File: src/rtl/prio_enc_arb_pkg.sv
// Shared definitions for the prio_enc_arb grant arbiter: mode constants,
// FSM state encoding and the onehot helper used to mask the granted index.
package prio_enc_pkg;

    localparam logic MODE_FIXED = 1'b0;
    localparam logic MODE_RR    = 1'b1;

    // Upper bound on N supported by the onehot helper.
    localparam int unsigned MAX_N = 1024;

    typedef enum logic {
        ST_IDLE  = 1'b0,
        ST_GRANT = 1'b1
    } state_e;

    function automatic logic [MAX_N-1:0] onehot(input int unsigned pos);
        logic [MAX_N-1:0] v;
        v      = '0;
        v[pos] = 1'b1;
        return v;
    endfunction

endpackage

File: src/rtl/prio_enc_arb_if.sv
// Request/grant bundle between request sources, consumer and the arbiter.
interface prio_enc_arb_if #(parameter int N = 8);

    localparam int W = $clog2(N);

    logic [N-1:0] REQ;
    logic         MODE;
    logic         ACK;
    logic [W-1:0] IDX;
    logic         VALID;
    logic [W-1:0] PTR;

    modport master (output REQ, output MODE, output ACK,
                    input  IDX, input  VALID, input  PTR);

    modport slave  (input  REQ, input  MODE, input  ACK,
                    output IDX, output VALID, output PTR);

endinterface

File: src/rtl/prio_enc_arb_find.sv
// Combinational search: lowest set bit at or above start (rr=1), falling
// back to the lowest set bit overall; rr=0 forces an LSB-first search.
module prio_find_first #(
    parameter int N = 8
) (
    input  logic [N-1:0]         vec,
    input  logic [$clog2(N)-1:0] start,
    input  logic                 rr,
    output logic [$clog2(N)-1:0] idx,
    output logic                 any
);

    localparam int W = $clog2(N);

    logic [W-1:0] idx_hi;
    logic [W-1:0] idx_lo;
    logic         found_hi;
    logic         found_lo;

    always_comb begin
        idx_hi   = '0;
        idx_lo   = '0;
        found_hi = 1'b0;
        found_lo = 1'b0;
        for (int unsigned i = 0; i < N; i++) begin
            if (vec[i] && !found_lo) begin
                idx_lo   = W'(i);
                found_lo = 1'b1;
            end
            if (vec[i] && rr && (i >= 32'(start)) && !found_hi) begin
                idx_hi   = W'(i);
                found_hi = 1'b1;
            end
        end
        idx = found_hi ? idx_hi : idx_lo;
        any = |vec;
    end

endmodule

File: src/rtl/prio_enc_arb.sv
// Registered N-way priority arbiter with VALID/ACK handshake; fixed
// LSB-first or round-robin priority selected by MODE.
module prio_enc_arb
    import prio_enc_pkg::*;
#(
    parameter int N = 8
) (
    input  logic           CLK,
    input  logic           RST_N,
    prio_enc_arb_if.slave  bus
);

    localparam int W = $clog2(N);

    state_e         state_q, state_d;
    logic [W-1:0]   idx_q, idx_d;
    logic [W-1:0]   ptr_q, ptr_d;
    logic           valid_q, valid_d;

    logic [MAX_N-1:0] oh;
    logic [N-1:0]     grant_mask;
    logic [N-1:0]     find_vec;
    logic [W-1:0]     find_idx;
    logic             find_any;
    logic             rr;
    logic             xfer;

    // Search operand: raw REQ from IDLE, REQ minus the just-acked index on
    // a transfer; start is the already-updated pointer so back-to-back
    // grants see the advanced round-robin position.
    always_comb begin
        rr         = (bus.MODE == MODE_RR);
        xfer       = (state_q == ST_GRANT) && bus.ACK;
        oh         = onehot(32'(idx_q));
        grant_mask = oh[N-1:0];
        ptr_d      = ptr_q;
        if (xfer && rr) begin
            ptr_d = (idx_q == W'(N - 1)) ? '0 : idx_q + 1'b1;
        end
        find_vec = (state_q == ST_GRANT) ? (bus.REQ & ~grant_mask) : bus.REQ;
    end

    prio_find_first #(.N(N)) u_find (
        .vec   (find_vec),
        .start (ptr_d),
        .rr    (rr),
        .idx   (find_idx),
        .any   (find_any)
    );

    always_comb begin
        state_d = state_q;
        idx_d   = idx_q;
        valid_d = valid_q;
        case (state_q)
            ST_IDLE: begin
                if (find_any) begin
                    state_d = ST_GRANT;
                    idx_d   = find_idx;
                    valid_d = 1'b1;
                end
            end
            ST_GRANT: begin
                if (bus.ACK) begin
                    if (find_any) begin
                        idx_d = find_idx;
                    end else begin
                        state_d = ST_IDLE;
                        valid_d = 1'b0;
                    end
                end
            end
        endcase
    end

    always_ff @(posedge CLK) begin
        if (!RST_N) begin
            state_q <= ST_IDLE;
            idx_q   <= '0;
            ptr_q   <= '0;
            valid_q <= 1'b0;
        end else begin
            state_q <= state_d;
            idx_q   <= idx_d;
            ptr_q   <= ptr_d;
            valid_q <= valid_d;
        end
    end

    assign bus.IDX   = idx_q;
    assign bus.VALID = valid_q;
    assign bus.PTR   = ptr_q;

endmodule

File: src/flat_wrapper.sv
// flat-port wrapper written by rule: the top's interface ports become plain ports
module prio_enc_arb_flat import prio_enc_pkg::*;
#(
    parameter int N = 8
)
  (CLK, RST_N, bus_REQ, bus_MODE, bus_ACK, bus_IDX, bus_VALID, bus_PTR);
  prio_enc_arb_if #(.N(N)) bus_i ();
  input  logic CLK;
  input  logic RST_N;
  input wire logic [$bits(bus_i.REQ)-1:0] bus_REQ;
  input wire logic [$bits(bus_i.MODE)-1:0] bus_MODE;
  input wire logic [$bits(bus_i.ACK)-1:0] bus_ACK;
  output wire logic [$bits(bus_i.IDX)-1:0] bus_IDX;
  output wire logic [$bits(bus_i.VALID)-1:0] bus_VALID;
  output wire logic [$bits(bus_i.PTR)-1:0] bus_PTR;
  assign bus_i.REQ = bus_REQ;
  assign bus_i.MODE = bus_MODE;
  assign bus_i.ACK = bus_ACK;
  assign bus_IDX = bus_i.IDX;
  assign bus_VALID = bus_i.VALID;
  assign bus_PTR = bus_i.PTR;
  prio_enc_arb #(.N(N)) u_core (.CLK(CLK), .RST_N(RST_N), .bus(bus_i));
endmodule
File: config.mk
export PLATFORM = sky130hd
export DESIGN_NAME = prio_enc_arb_flat
export DESIGN_NICKNAME = d
export VERILOG_FILES = /design/src/rtl/prio_enc_arb_pkg.sv /design/src/rtl/prio_enc_arb_if.sv /design/src/rtl/prio_enc_arb_find.sv /design/src/rtl/prio_enc_arb.sv /design/src/flat_wrapper.sv
export SDC_FILE = /design/constraint.sdc
export NUM_CORES = 1
export LEC_CHECK = 0
export CAP_MARGIN = 0
export CORE_ASPECT_RATIO = 1.1
export CORE_UTILIZATION = 47
export CTS_CLUSTER_DIAMETER = 30
export DETAILED_ROUTE_END_ITERATION = 10
export GPL_TIMING_DRIVEN = 1
export PLACE_DENSITY = 0.8
export SETUP_SLACK_MARGIN = 0.3
export SLEW_MARGIN = 40
export SYNTH_ARGS = -nofsm -noshare
export SYNTH_HDL_FRONTEND = slang
export SYNTH_HIERARCHICAL = 1
export SYNTH_SLANG_ARGS = --single-unit
File: constraint.sdc
create_clock -name CLK -period 2.2 [get_ports CLK]
set_input_delay 0.33 -clock CLK [delete_from_list [all_inputs] [get_ports CLK]]
set_output_delay 0.33 -clock CLK [all_outputs]
set_load 0.005 [all_outputs]
# After elaboration in Yosys (flattened, before gate mapping)
# Index checks and enable logic that the tools add are counted.
[classes]
addsub = 1
order_cmp = 9
n_eq_ne = 4
muxes = 45
bitwise_logic = 3
n_reduce_logical = 48
[ops]
columns = ["operator", "count"]
rows = [
  ["2-to-1 mux 3 bit", 16],
  ["logical AND 1 bit", 32],
  ["2-to-1 mux 1 bit", 23],
  ["logical NOT 1 bit", 14],
  ["< comparator 3 x 11 -> 1 bit, second input constant", 1],
  ["greater-or-equal comparator 3 bit, first input constant", 3],
  ["bitwise AND 8 bit", 1],
  ["2-to-1 mux 8 bit", 1],
  ["NOT 8 bit", 1],
  ["OR reduction 8 bit", 1],
  ["greater-or-equal comparator 1 x 3 -> 1 bit, first input constant", 2],
  ["greater-or-equal comparator 2 x 3 -> 1 bit, first input constant", 2],
  ["case mux 3 bit (2 select lines)", 1],
  ["!= test 2 bit, second input constant", 2],
  ["case mux 1 bit (2 select lines)", 2],
  ["adder 3 x 1 -> 3 bit, second input constant", 1],
  ["demux 1 bit (select 3 bit)", 1],
  ["== test 3 bit, second input constant", 1],
  ["greater-or-equal comparator 3 x 1 -> 1 bit, second input constant", 1],
  ["AND reduction 3 bit", 1],
  ["2-to-1 mux 2 bit", 1],
  ["!= test 2 x 1 -> 1 bit, second input constant", 1],
  ["NOT 1 bit", 1],
]
[totals]
reg_bits = 8
out_inout_bits = 7
elab_cells = 114

# Depth between registers and ports, before layout
[logic_depth]
depth_word = 35
ltp_mapped = 10
depth_no_buf = 10

# Hierarchy
# The synthesis kept the hierarchy.
[by_module_without_submodules]
columns = ["module", "instances", "cells_each", "area_each_um2", "seq_area_each_um2"]
rows = [
  ["prio_enc_arb", 1, 50, 445.4, 160.2],
  ["prio_find_first", 1, 42, 277.8, 0.0],
]

# Worst setup path after synthesis
# Ideal clock, no wire load.
[synth_path]
path_kind = "register to register"
start = "reg u_core.idx_q[0] (netlist: u_core/bus.IDX[0])"
end = "reg u_core.idx_q[0] (netlist: u_core/bus.IDX[0])"
setup_time_ns = 0.072
t_arrival_ns = 1.978
t_required_ns = 2.128
setup_slack_ns = 0.150
path_stages_with_launch = 10
n_path_buf = 1
period_less_slack_ns = 2.050
cell_sequence = "dfxtp_1 -> clkbuf_1 -> inv_1 -> o31a_1 -> nor4_2 -> and3_1 -> o32ai_1 -> a221oi_2 -> nand2_1 -> mux2i_1"
[synth_between]
elab_cells_between_ends = 96
cone_classes = "1 x add/sub; 9 x order compare; 1 x eq/ne; 38 x mux; 2 x bitwise; 45 x reduce/logical"
[synth_rtl]
columns = ["item", "line_no", "text"]
rows = [
  ["start, declared", "prio_enc_arb.sv:16", "logic [W-1:0] idx_q, idx_d;"],
  ["start signal, assigned", "prio_enc_arb.sv:84", "idx_q <= idx_d;"],
  ["< comparator 3 x 11 -> 1 bit (not written as such) / greater-or-equal comparator 3 x 1 -> 1 bit (equally long branches)", "prio_enc_arb_pkg.sv:19", "v[pos] = 1'b1;"],
  ["logical AND 1 bit (not written as such)", "prio_enc_arb_pkg.sv:19", ""],
  ["2-to-1 mux 1 bit (not written as such)", "prio_enc_arb_pkg.sv:19", ""],
  ["demux 1 bit (select 3 bit) *", "n/a", ""],
  ["NOT 8 bit *", "prio_enc_arb.sv:40", "find_vec = (state_q == ST_GRANT) ? (bus.REQ & ~grant_mask) : bus.REQ;"],
  ["bitwise AND 8 bit *", "prio_enc_arb.sv:40", ""],
  ["2-to-1 mux 8 bit *", "prio_enc_arb.sv:40", ""],
  ["via u_core.find_vec[3]", "prio_enc_arb.sv:22", "logic [N-1:0] find_vec;"],
  ["(+13 left out)", "n/a", ""],
  ["logical NOT 1 bit", "prio_enc_arb_find.sv:30", "if (vec[i] && rr && (i >= 32'(start)) && !found_hi) begin"],
  ["logical AND 1 bit", "prio_enc_arb_find.sv:30", ""],
  ["2-to-1 mux 3 bit / 2-to-1 mux 1 bit (equally long branches)", "prio_enc_arb_find.sv:30", ""],
  ["2-to-1 mux 3 bit *", "prio_enc_arb_find.sv:35", "idx = found_hi ? idx_hi : idx_lo;"],
  ["via u_core.find_idx[0]", "prio_enc_arb.sv:23", "logic [W-1:0] find_idx;"],
  ["2-to-1 mux 3 bit *", "prio_enc_arb.sv:57, prio_enc_arb.sv:65", ""],
  ["2-to-1 mux 3 bit", "prio_enc_arb.sv:64", "if (bus.ACK) begin"],
  ["case mux 3 bit (2 select lines) *", "prio_enc_arb.sv:55", "case (state_q)"],
]
# Mark *: on every way through the listed nets, which the timed path passes. The rest lies on a longest branch. The select of a mux whose other input is x is not followed.
# A chain may end at the register's enable or synchronous reset.

# Final worst setup path
[layout_path]
start = "reg u_core.state_q"
end = "reg u_core.idx_q[0] (netlist: u_core/bus.IDX[0])"
[layout_between]
elab_cells_between_ends = 90
cone_classes = "7 x order compare; 1 x eq/ne; 35 x mux; 1 x bitwise; 46 x reduce/logical"
[layout_rtl]
columns = ["item", "line_no", "text"]
rows = [
  ["start, declared", "prio_enc_arb.sv:15", "state_e state_q, state_d;"],
  ["start signal, assigned", "prio_enc_arb.sv:83", "state_q <= state_d;"],
  ["2-to-1 mux 8 bit *", "prio_enc_arb.sv:40", ""],
  ["via u_core.find_vec[4]", "prio_enc_arb.sv:22", ""],
  ["logical AND 1 bit (3 in a row)", "prio_enc_arb_find.sv:30", ""],
  ["2-to-1 mux 1 bit", "prio_enc_arb_find.sv:30", ""],
  ["logical NOT 1 bit", "prio_enc_arb_find.sv:30", ""],
  ["logical AND 1 bit", "prio_enc_arb_find.sv:30", ""],
  ["2-to-1 mux 1 bit", "prio_enc_arb_find.sv:30", ""],
  ["logical NOT 1 bit", "prio_enc_arb_find.sv:30", ""],
  ["(+2 left out)", "n/a", ""],
  ["logical NOT 1 bit", "prio_enc_arb_find.sv:30", ""],
  ["logical AND 1 bit", "prio_enc_arb_find.sv:30", ""],
  ["2-to-1 mux 3 bit / 2-to-1 mux 1 bit (equally long branches)", "prio_enc_arb_find.sv:30", ""],
  ["2-to-1 mux 3 bit *", "prio_enc_arb_find.sv:35", ""],
  ["via u_core.find_idx[0]", "prio_enc_arb.sv:23", ""],
  ["2-to-1 mux 3 bit *", "prio_enc_arb.sv:57, prio_enc_arb.sv:65", ""],
  ["2-to-1 mux 3 bit", "prio_enc_arb.sv:64", ""],
  ["case mux 3 bit (2 select lines) *", "prio_enc_arb.sv:55", ""],
]
# Marks and branches as above.

==> metrics.md <==
| Metric | Value |
|---|---|
| Critical-path cell list | or2b_4 > o31a_1 > nand2b_4 > a211oi_1 > o32ai_2 > a221oi_2 > nand2_1 > mux2i_1 |
| Setup WS post-layout | ~0.021 ns |
| Layout net count | 154 |
| Gr ovfl total | 0 |
| Flop and latch count out of synthesis | 8 |
| Drt drc | 0 |
| Iter 0 DRT Violations | 60 |
| Setup slack, reg-to-reg | 0.02 ns |
| Initial Util | 51.61% |
| GRT Util Overall | 36.65% |
| Tot Pwr | between 500 and 600 uW |
| CTS tree | done |
| Sink Count | 8 |
| EDFF count, synth | 0 |
| Setup-failing EPs final | 0 |
| DP Cell Count | about 140 |
| Prevailing post-synth register cell | dfxtp_1 |
| Num rows | 14 |
| Hold-fix buffers, CTS | 0 |
| R2r worst-path depth | 8 |
| ANT cells | 0 |
| Sum Neg Setup Slack | 0 ns |
| CP endpoint kind | flip-flop |
| Utilization after layout | a little over 90% |
| Post-route cell area | 1280 sq um |
| Root Buffer | clkbuf_4 |
| DP Worst Slack | -0.2257 ns |
| Inserted Clock Buffers | 3 |
| Setup CP Type | flip-flop to flip-flop |
| First-pass GRT wire length | 4188 um |
| Clock Skews | approximately 0.0066 ns |
| WHS Path Cells | 2 |
| Worst EP required | 2.38 ns |
| Top cell type's share of synthesized area | 22.15% |
| Dpl hpwl | approximately 1500 um |
| Worst VDD drop | 347.4 uV |
| Mapped Nets | 106 |
| Synth warn | 6 |
| Largest cells by area after synthesis | dfxtp_1 (22%), o31a_1 (7.3%), nand2_1 (6.2%) |
| Fraction of registers with async set/reset | 0% |
| Max stage delay on crit path | 0.37 ns |
| Hold Path Class | flip-flop to flip-flop |
| Core ar. | 1401 sq um |
| CP max FO | 5 |
| Via Count | 1004 |
| Library cells used by synthesis | 37 |
| Synthesized area per cell | 7.861 sq um |
| GPL Wtd Cong | 0.9131 |
| RSZ-0062 raised after global routing | true |
| Endpoints failing hold | 0 |
| Leakage | between 0.5 and 0.6 nW |
| Final period util | 99.06% |
| Mapped Area | 723.2 sq um |
| Crit start category | flip-flop |
| Die extent in x | a little under 40 um |
| Number of global-route vias before repair | 907 |
| Max Slew Vio Count | 0 |
| Number of I/O pins | 19 |
| Fmax | 458.8 MHz |
| WP data arrival | 2.36 ns |
| Die area | 1700 sq um |
| Maximum Capacitance Violations | 0 |
| Layout cell share with drive strength beyond 1 | 42.03% |
| DP Area | between 1000 and 1500 sq um |
| Drt first pass iters | 4 |
| WHS Endpoint | u_core/bus.VALID |
| WL/cell | 21.12 um |
| I/O Buffers | 18 |
| Clock Path Buffers | 2 |
| Detail Route Antenna Nets | 0 |
| Synth cell count leaders | nand2_1 (12), dfxtp_1 (8) |
| Routed WL | around 3300 um |
| Status | complete, no violations |
| RR Endpoint | u_core/bus.IDX[0] |
| Slowest CP cell | a211oi_1 |
| Non-filler cells, final | 154 |
| Final hold slack | 0.4870 ns |
| Worst rel slew slack | between 70 and 80% |
| H-tree lvl count | 1 |
| Vias per inst | about 6.5 |
| Clock transition at the registers of the reported paths | 0.06 ns |
| Mapped Cells | a little over 90 |
| Register area share after synthesis | 22.15% |
| Pin count of the biggest net entering global routing | 12 |
| Worst reg2reg path startpoint | u_core/state_q |
| Skew-Pair Late Insertion Delay | 0.26 ns |
| Tmin final | 2.179 ns |
| Initial antenna violation count | 0 |
| Cell taking the most area after synthesis | dfxtp_1 |
| Top-count cell post-synth | nand2_1 |
| Hold path start | u_core/bus.VALID |
| Die boundary height | 43.14 um |
| Power density cells | 448.3 nW/um^2 |
| Area Growth Syn to Fin | 76.99% |
| Worst-margin pin slew | roughly 0.39 ns |
-- cell usage in the layout (no fill, tap or decap), drive strengths merged, types with 2 or more instances in the layout --
cell / netlist / routed
buf: 0 / 27
clkdlybuf4s50: 0 / 16
nand2: 12 / 12
dfxtp: 8 / 8
o31a: 6 / 6
inv: 6 / 6
nor2: 6 / 6
o21ai: 6 / 6
nor2b: 5 / 5
and2: 4 / 4
clkbuf: 2 / 3
mux2: 3 / 3
o21a: 3 / 3
mux2i: 3 / 3
nand3: 3 / 3
a21boi: 3 / 3
ha: 2 / 2
and3: 2 / 2
-- how the worst max path moves through the flow --
| stage | from | end | slack, ns | cells after the start |
|---|---|---|---|---|
| after floorplan | u_core/bus.IDX[1] | u_core/bus.IDX[0] | 0.22 | 9 |
| after global placement | bus_MODE | u_core/bus.IDX[0] | -0.13 | 9 |
| after detailed placement | bus_MODE | u_core/bus.IDX[0] | -0.23 | 9 |
| after CTS | u_core/bus.IDX[1] | u_core/bus.IDX[0] | 0.11 | 8 |
| after global routing | u_core/bus.IDX[1] | u_core/bus.IDX[0] | 0.01 | 11 |
| final | u_core/state_q | u_core/bus.IDX[0] | 0.02 | 8 |
-- layout make-up --
cell class | instances | area, sq um
clock buffers | 3 | 22.52
well taps | 16 | 20.02
flip-flops and latches | 8 | 170.2
fillers | 52 | 121.4
multi-input cells | 76 | 660.6
repair buffers | 45 | 384.1
inverters | 6 | 22.52
-- sequential cells by signal, indices dropped and copies added, names as in the netlist --
| register | flops |
|---|---|
| u_core/bus.IDX | 3 |
| u_core/bus.VALID | 1 |
| u_core/bus.PTR | 3 |
| u_core/state_q | 1 |
-- power breakdown --
| part | total [mW] | leakage, nW | switching, mW | internal (mW) |
|---|---|---|---|---|
| logic | 0.283 | 0.485 | 0.131 | 0.152 |
| registers | 0.175 | 0.0676 | 0.0175 | 0.157 |
| clock network | 0.116 | 0.0138 | 0.0532 | 0.0627 |
-- timing repair --
item                       4_1_cts  5_1_grt
resized for setup               19       10
pin swaps                       13        9
setup endpoints to repair        4        5
setup buffers                   10        6
-- worst max-delay path, delay by kind of cell, from the launching register on --
family | cells | cell delay, ns
multiplexers | 1 | 0.13
AO/OA/AOI/OAI | 4 | 1.08
AND/OR/NAND/NOR | 3 | 0.55
flip-flops | 1 | 0.35
-- per-layer routing --
| metal | vias to the layer above | track usage, % | wire length (um) |
|---|---|---|---|
| li1 | 436 | - | - |
| met1 | 466 | 38.83 | 1274 |
| met2 | 75 | 65.25 | 1565 |
| met3 | 27 | 6.283 | 252 |
| met4 | 0 | 17.93 | 159 |
| met5 | - | 0 | 0 |
-- kinds of logic after synthesis --
kind of cell               after synthesis  synth area share [%]
DFF                                      8                 22.14
buffers and inverters                    8                 4.152
AOI/OAI and AO/OA                       29                 31.32
adders and majority gates                2                 3.460
and+or+nand+nor                         39                 30.10
muxes                                    6                 8.823
No activity file was read; power rests on OpenSTA's default activity.
